`src/rtl/uart_tlul_regs.sv`:
```
// TL-UL slave register front-end for the UART core.
// Decodes Get/Put transactions into control registers, TX/RX FIFO pulses
// and status read-back. One transaction in flight; response held in RESP.
//
// Handshake: a transfer on either channel happens on a rising clock edge
// where valid and ready are both high; a valid source holds its payload
// stable until that edge, and ready may not depend on the same channel's valid.
module uart_tlul_regs #(
  parameter int          ADDR_WIDTH = 8,
  parameter int          SRC_WIDTH  = 8,
  parameter logic [23:0] BAUD_RESET = 24'd27
) (
  input  logic                  i_clk,
  input  logic                  i_rst,
  input  logic                  i_a_valid,
  output logic                  o_a_ready,
  input  logic [2:0]            i_a_opcode,
  input  logic [1:0]            i_a_size,
  input  logic [SRC_WIDTH-1:0]  i_a_source,
  input  logic [ADDR_WIDTH-1:0] i_a_address,
  input  logic [3:0]            i_a_mask,
  input  logic [31:0]           i_a_data,
  output logic                  o_d_valid,
  input  logic                  i_d_ready,
  output logic [2:0]            o_d_opcode,
  output logic [1:0]            o_d_size,
  output logic [SRC_WIDTH-1:0]  o_d_source,
  output logic [31:0]           o_d_data,
  output logic                  o_d_error,
  output logic                  o_rx_en,
  output logic                  o_tx_en,
  output logic [1:0]            o_width_sel,
  output logic [2:0]            o_parity_sel,
  output logic                  o_stop_sel,
  output logic [23:0]           o_baud_rate_value,
  output logic                  o_store_uart,
  output logic [7:0]            o_trans_data,
  output logic                  o_load_uart,
  input  logic                  i_tx_fifo_full,
  input  logic                  i_rx_data_avail,
  input  logic                  i_e_overrun_flag,
  input  logic                  i_e_parity_flag,
  input  logic                  i_e_frame_flag,
  input  logic [7:0]            i_receive_data,
  output logic                  o_dbg_state
);

  typedef enum logic {IDLE = 1'b0, RESP = 1'b1} state_t;

  localparam logic [2:0] OP_PUT_FULL    = 3'd0;
  localparam logic [2:0] OP_PUT_PARTIAL = 3'd1;
  localparam logic [2:0] OP_GET         = 3'd4;
  localparam logic [2:0] ACK            = 3'd0;
  localparam logic [2:0] ACK_DATA       = 3'd1;

  localparam logic [2:0] REG_CTRL   = 3'd0;
  localparam logic [2:0] REG_BAUD   = 3'd1;
  localparam logic [2:0] REG_STATUS = 3'd2;
  localparam logic [2:0] REG_TXDATA = 3'd3;
  localparam logic [2:0] REG_RXDATA = 3'd4;

  state_t      state;
  logic [7:0]  ctrl;
  logic [23:0] baud;
  logic        accept;
  logic        is_get;
  logic        is_put;
  logic [2:0]  offset;
  logic [31:0] rd_data;
  logic        rd_err;
  logic        do_store;
  logic        do_load;
  logic        unused_bits;

  // Address bits outside [4:2] and data bits above the widest register are don't-care.
  assign unused_bits = ^{i_a_address, i_a_data[31:24]};

  assign offset    = i_a_address[4:2];
  assign is_get    = (i_a_opcode == OP_GET);
  assign is_put    = (i_a_opcode == OP_PUT_FULL) || (i_a_opcode == OP_PUT_PARTIAL);
  assign o_a_ready = (state == IDLE) && !i_rst;
  assign o_d_valid = (state == RESP);
  assign accept    = i_a_valid && o_a_ready;
  assign o_dbg_state = state;

  assign o_rx_en           = ctrl[0];
  assign o_tx_en           = ctrl[1];
  assign o_width_sel       = ctrl[3:2];
  assign o_parity_sel      = ctrl[6:4];
  assign o_stop_sel        = ctrl[7];
  assign o_baud_rate_value = baud;

  // Decode the request on the A channel into response data, error and side-effect requests.
  always_comb begin
    rd_data  = '0;
    rd_err   = 1'b0;
    do_store = 1'b0;
    do_load  = 1'b0;
    if (is_get) begin
      case (offset)
        REG_CTRL:   rd_data = {24'd0, ctrl};
        REG_BAUD:   rd_data = {8'd0, baud};
        REG_STATUS: rd_data = {27'd0, i_e_frame_flag, i_e_parity_flag, i_e_overrun_flag,
                               i_rx_data_avail, i_tx_fifo_full};
        REG_RXDATA: begin
          if (i_rx_data_avail) begin
            rd_data = {22'd0, i_e_frame_flag, i_e_parity_flag, i_receive_data};
            do_load = 1'b1;
          end
        end
        default:    rd_err = 1'b1;
      endcase
    end else if (is_put) begin
      case (offset)
        REG_CTRL, REG_BAUD: rd_err = 1'b0;
        REG_TXDATA: begin
          if (i_a_mask[0] && !i_tx_fifo_full) do_store = 1'b1;
          else                                 rd_err   = 1'b1;
        end
        // STATUS and RXDATA are read-only; everything else is unmapped.
        default:    rd_err = 1'b1;
      endcase
    end else begin
      rd_err = 1'b1;
    end
  end

  // Transaction FSM: capture the response on acceptance, hold it until the D handshake.
  always_ff @(posedge i_clk or posedge i_rst) begin
    if (i_rst) begin
      state        <= IDLE;
      o_d_opcode   <= ACK;
      o_d_size     <= '0;
      o_d_source   <= '0;
      o_d_data     <= '0;
      o_d_error    <= 1'b0;
      o_store_uart <= 1'b0;
      o_load_uart  <= 1'b0;
      o_trans_data <= '0;
    end else begin
      o_store_uart <= 1'b0;
      o_load_uart  <= 1'b0;
      case (state)
        IDLE: begin
          if (accept) begin
            state        <= RESP;
            o_d_opcode   <= is_get ? ACK_DATA : ACK;
            o_d_size     <= i_a_size;
            o_d_source   <= i_a_source;
            o_d_data     <= rd_data;
            o_d_error    <= rd_err;
            o_store_uart <= do_store;
            o_load_uart  <= do_load;
            if (do_store) o_trans_data <= i_a_data[7:0];
          end
        end
        RESP: begin
          if (i_d_ready) state <= IDLE;
        end
        default: state <= IDLE;
      endcase
    end
  end

  // Byte-lane masked writes to CTRL and BAUD, visible the cycle after acceptance.
  always_ff @(posedge i_clk or posedge i_rst) begin
    if (i_rst) begin
      ctrl <= '0;
      baud <= BAUD_RESET;
    end else if (accept && is_put) begin
      if (offset == REG_CTRL && i_a_mask[0]) ctrl <= i_a_data[7:0];
      if (offset == REG_BAUD) begin
        for (int i = 0; i < 3; i++) begin
          if (i_a_mask[i]) baud[8*i +: 8] <= i_a_data[8*i +: 8];
        end
      end
    end
  end

endmodule

```
`config.mk`:
```
export PLATFORM = sky130hd
export DESIGN_NAME = uart_tlul_regs
export DESIGN_NICKNAME = d
export VERILOG_FILES = /design/src/rtl/uart_tlul_regs.sv
export SDC_FILE = /design/constraint.sdc
export NUM_CORES = 1
export LEC_CHECK = 0
export BUFFER_PORTS_ARGS = -buffer_cell sky130_fd_sc_hd__buf_2
export CAP_MARGIN = 20
export CORE_ASPECT_RATIO = 1.25
export CORE_MARGIN = 4
export CORE_UTILIZATION = 41
export CTS_CLUSTER_DIAMETER = 40
export DETAILED_ROUTE_END_ITERATION = 8
export PLACE_DENSITY = 0.76
export SKIP_LAST_GASP = 1
export SLEW_MARGIN = 40
export SYNTH_ARGS = -nofsm -noshare
export SYNTH_HDL_FRONTEND = slang
export SYNTH_SLANG_ARGS = --single-unit
```
`constraint.sdc`:
```
create_clock -name i_clk -period 2.2 [get_ports i_clk]
set_input_delay 0.33 -clock i_clk [delete_from_list [all_inputs] [get_ports i_clk]]
set_output_delay 0.33 -clock i_clk [all_outputs]
set_load 0.02 [all_outputs]
```
## Word-level counts from Yosys, hierarchy flattened

Cells that the tools add are included.

- Add/sub/neg operators: 0
- Multiply operators: 0
- Div/mod/pow operators: 0
- $lt $le $gt $ge: 0
- Eq/ne operators: 6
- Shifts and indexed selects: 0
- Mux-type cells: 23
- Bitwise operators: 1
- Reduce and logical (&&, ||, !) cells: 18

Operators with widths:

| operator | number |
|---|---|
| $pmux 24 s4 | 1 |
| $mux 32 | 1 |
| $mux 1 | 18 |
| $reduce_and 3->1 | 4 |
| $mux 10 | 1 |
| $eq 3x1->1 const B | 2 |
| $eq 3x2->1 const B | 2 |
| $eq 3x3->1 const B | 2 |
| $logic_not 3->1 | 2 |
| $logic_and 1x1->1 | 5 |
| $pmux 1 s2 | 2 |
| $reduce_and 2->1 | 2 |
| $reduce_or 4->1 | 1 |
| $logic_not 1->1 | 2 |
| $reduce_or 2->1 | 1 |
| $logic_or 1x1->1 | 1 |
| $not 1->1 | 1 |

- Flip-flop bits (word level): 89
- Bits in latches: 0
- Bits in writable memories: 0
- ROM bits: 0
- Bits of input ports: 74
- Output and inout bits: 91
- Logic and storage cells: 61
- Memories kept: 0

## Logic depth before layout (Yosys ltp)

- Word-level depth: 8
- Mapped depth: 6
- Mapped depth without buffers: 4

## Least setup slack after synthesis

Ideal clock, no wire load.

- Kind: register to register
- Start: reg state (netlist: o_d_valid)
- End: reg o_trans_data[0]
- Library setup time: 0.125 ns
- Arrival: 1.967 ns
- Data required time: 2.075 ns
- Slack: 0.109 ns
- Stages on the path, launching flop included: 6
- Buffers on the path: 1
- Clock period less this slack: 2.091 ns
- Path through: dfrtp_1 > or3b_1 > buf_2 > nor4b_4 > nand4b_2 > mux2_2

- Cells in the longest elaborated chain, start to end: 4

Ends and longest elaborated chain:

| what | line | RTL |
|---|---|---|
| from (decl) | 62 | `state_t state;` |
| from (signal assigned) | 131 | `state <= IDLE;` |
| from (signal assigned) | 146 | `state <= RESP;` |
| from (signal assigned) | 158 | `if (i_d_ready) state <= IDLE;` |
| $not 1->1 * | - |  |
| $logic_and 1x1->1 | 81 | `assign o_a_ready = (state == IDLE) && !i_rst;` |
| $logic_and 1x1->1 | 83 | `assign accept = i_a_valid && o_a_ready;` |
| $reduce_and 3->1 (no line) * | - |  |
| to (signal assigned) | 154 | `if (do_store) o_trans_data <= i_a_data[7:0];` |
| to (decl) | 37 | `output logic [7:0] o_trans_data,` |

Every way passes the cells marked *; elsewhere a longest branch is shown, timed or not.
A chain may end at the register's enable or synchronous reset.

## Final worst setup path

- Start: reg state (netlist: o_d_valid)
- End: reg ctrl[5]

- Cells in the longest elaborated chain, start to end: 5

Ends and longest elaborated chain:

| what | line | RTL |
|---|---|---|
| $not 1->1 | - |  |
| $logic_and 1x1->1 | 81 |  |
| $logic_and 1x1->1 | 83 |  |
| $logic_and 1x1->1 | 170 | `end else if (accept && is_put) begin` |
| $reduce_and 2->1 (no line) | - |  |
| to (signal assigned) | 171 | `if (offset == REG_CTRL && i_a_mask[0]) ctrl <= i_a_data[7:0];` |
| to (decl) | 63 | `logic [7:0] ctrl;` |

No other way between the ends.

==> results_dict.tcl <==
set metrics [dict create \
    worstPathRequired_ps 2430 \
    vias_per_cell 5.03 \
    wire_per_inst_um 16.5 \
    clk_pin_slew_ps 80 \
    ios 165 \
    clkSinkCount 79 \
    hold_violations 0 \
    crit_buf_inv 0 \
    die_w_um 89.1 \
    hold_class "input pin to async pin" \
    post-place-ws_ps -29.7 \
    synth_warnings 0 \
    layout-drive-gt1-share_pct 52.8 \
    drc_errors 0 \
    min_period_ps 2110 \
    row_count 36 \
    gp_congestion 0.787 \
    fin_skew_ps 12.6 \
    path_cells "or3b_2 -> nor4b_4 -> nand3b_2 -> mux2_2" \
    layout.cells.non_filler 519 \
    synthDistinctLibCells 33 \
    dr.pass1.iters 4 \
    tightest_slew_ps 615 \
    yosys.area_share.xor_xnor_pct 0 \
    fmax_ghz 0.475 \
    ant_nets 0 \
    synth_top_cell_by_area "dfrtp_1" \
    dr_total_vias 2613 \
    cts_buffers 9 \
    synthTopCellsByArea "dfrtp_1 56%, mux2_2 14%, nand2_1 5.1%, a22o_1 4.9%, dfstp_2 3.1%" \
    slowest_delay_ps 570 \
    synth_commonest_cells "75 x dfrtp_1, 46 x nand2_1, 43 x mux2_2, 19 x a22o_1" \
    worstPathMaxFanout 8 \
    muxShareOfSynthArea_pct 15.8 \
    syn_area_um2 3370 \
    wl_mm 8.56 \
    async_flop_share_pct 100 \
    leakage_nw 2.48 \
    maxSlewHeadroom_pct 59.0 \
    design.core.area_um2 7930 \
    finalCritPeriodShare_pct 95.7 \
    fin_setup_tns_ps 0 \
    grt_max_degree 52 \
    synth_top_cell_area_share_pct 55.6 \
    cp-end-kind "flip-flop" \
    synthCells 270 \
    slew_viol_final 0 \
    cts_tree "done" \
    synth-simple-area-share_pct 10.8 \
    finalWorstSetupSlack_ps 94.2 \
    antenna_found_initial 0 \
    synth_compound_area_share_pct 10.2 \
    nets 493 \
    cp_top_family "simple AND/OR/NAND/NOR gates" \
    antenna_cells 0 \
    die_h_um 109 \
    area_growth_pct 31.0 \
    grt_pass1_vias 2618 \
    status "finished, final reports clean" \
    synthFlopType "dfrtp_1" \
    vdd.ir_drop.worst_uv 369 \
    fin_util_pct 55.7 \
    dp.cells 503 \
    cp_slowest_cell "or3b_2" \
    die_area_um2 9750 \
    ys_seq_area_share_pct 58.8 \
    holdBufCountCts 0 \
    cp.arrival_ps 2340 \
    initial_core_util_pct 42.6 \
    critical_path_class "flip-flop to flip-flop" \
    cap_violations 0 \
    p_per_area_nw_per_um2 739 \
    root_buffer "clkbuf_8" \
    post_cts_buffers 0 \
    setup_violations 0 \
    htreeDepth 3 \
    insertion_delay_ps 340 \
    port_buffers 140 \
    synth-adder-area-share_pct 0 \
    track_usage_pct 17.3 \
    place_hpwl_mm 6.40 \
    r2r_slack_ps 90 \
    drtIter0Drc 52 \
    grt.overflow.total 0 \
    synth-edff-count 0 \
    ys_ff_latch 79 \
    synth_top_family_by_area "multiplexers" \
    syn_area_per_cell_um2 12.5 \
    setup.worst_path.start_class "flip-flop" \
    synth_most_common_cell "dfrtp_1" \
    rsz0062_at_grt "true" \
    grt_pass1_wl_mm 12.9 \
    clockBufferDepth 2 \
]
## tightest hold or removal path, stage by stage
cell,delay (ps)
buf_2,130
clkinvlp_4,70
buf_4,330
## cells in the final DEF, fill, tap and decap left out, types with 2 or more instances in the layout
| cell type | Yosys | routed |
|---|---|---|
| a22o_1 | 19 | 19 |
| a22oi_1 | 3 | 3 |
| a32oi_1 | 2 | 2 |
| buf_2 | 2 | 140 |
| buf_4 | 11 | 13 |
| bufinv_16 | 0 | 2 |
| clkbuf_1 | 11 | 3 |
| clkbuf_8 | 0 | 9 |
| clkinvlp_4 | 0 | 2 |
| conb_1 | 1 | 10 |
| dfrtp_1 | 75 | 75 |
| dfstp_2 | 4 | 4 |
| inv_1 | 3 | 2 |
| mux2_2 | 43 | 43 |
| mux2i_1 | 5 | 5 |
| nand2_1 | 46 | 44 |
| nand2_2 | 0 | 2 |
| nand3b_1 | 5 | 5 |
| nor2_1 | 5 | 5 |
| nor2b_1 | 3 | 3 |
| nor3b_1 | 2 | 2 |
| o21a_1 | 5 | 5 |
| o21ai_0 | 7 | 7 |
| o31ai_1 | 3 | 3 |
| o41ai_1 | 3 | 3 |
| or3b_2 | 1 | 2 |
## registers in the layout, summed over array words and instances, names as in the netlist
| signal | count |
|---|---|
| ctrl | 8 |
| o_baud_rate_value | 24 |
| o_d_data | 24 |
| o_d_error | 1 |
| o_d_opcode | 1 |
| o_d_size | 2 |
| o_d_source | 8 |
| o_d_valid | 1 |
| o_load_uart | 1 |
| o_store_uart | 1 |
| o_trans_data | 8 |
## cell type report
class                   instances  area (µm²)
fillers                       715        3510
flip-flops and latches         79        1980
multi-input cells             173        1300
repair buffers                153         798
clock buffers                  12         135
well taps                      95         119
clock inverters                 4        72.6
inverters                       3        15.0
## metrics by stage
step           hold WS, ps  power (mW)  area, µm²
2_1_floorplan          426        1.94       3410
3_3_place_gp           456        2.13       4200
3_5_place_dp           461        2.15       4200
4_1_cts               99.1        3.31       4420
5_1_grt                133        3.41       4420
6_report               105        3.26       4420
## cell families (layout without fill, tap and decap cells)
family / after synthesis / after routing
DFF: 79 / 79
and+or+nand+nor: 70 / 70
muxes: 48 / 48
AOI/OAI and AO/OA: 45 / 45
buffers and inverters: 27 / 172
other: 1 / 10
## power by group
part	internal [mW]	switching (mW)	leakage, nW
Combinational	0.191	0.319	1.32
Clock	0.639	0.514	0.101
Sequential	1.55	0.0558	1.06
Total	2.38	0.889	2.48
## layer usage
| layer | global-route usage, % | part of all wire, % | vias to the layer above |
|---|---|---|---|
| met5 | 0 | 0 | - |
| met3 | 3.97 | 6.9 | 10 |
| li1 | - | - | 1229 |
| met4 | 6.06 | 1.1 | 0 |
| met1 | 21.5 | 41 | 1279 |
| met2 | 29.3 | 51 | 95 |
## final timing paths
check,startpoint,to,cells past startpoint
worst max-delay path,o_d_valid,ctrl[5],4
worst min-delay path,i_rst,o_d_opcode[0],3
worst max register to register,o_d_valid,ctrl[5],4
worst min register to register,o_d_source[2],o_d_source[2],2
max in group asynchronous,i_rst,o_baud_rate_value[23],3
min in group i_clk,i_d_ready,o_d_valid,2
## what timing repair did
action / 4_1_cts / 5_1_grt
pin swaps: 0 / 1
endpoints found under the setup margin: 9 / 17
resized for setup: 2 / 1
(Power assumes the default switching activity.)
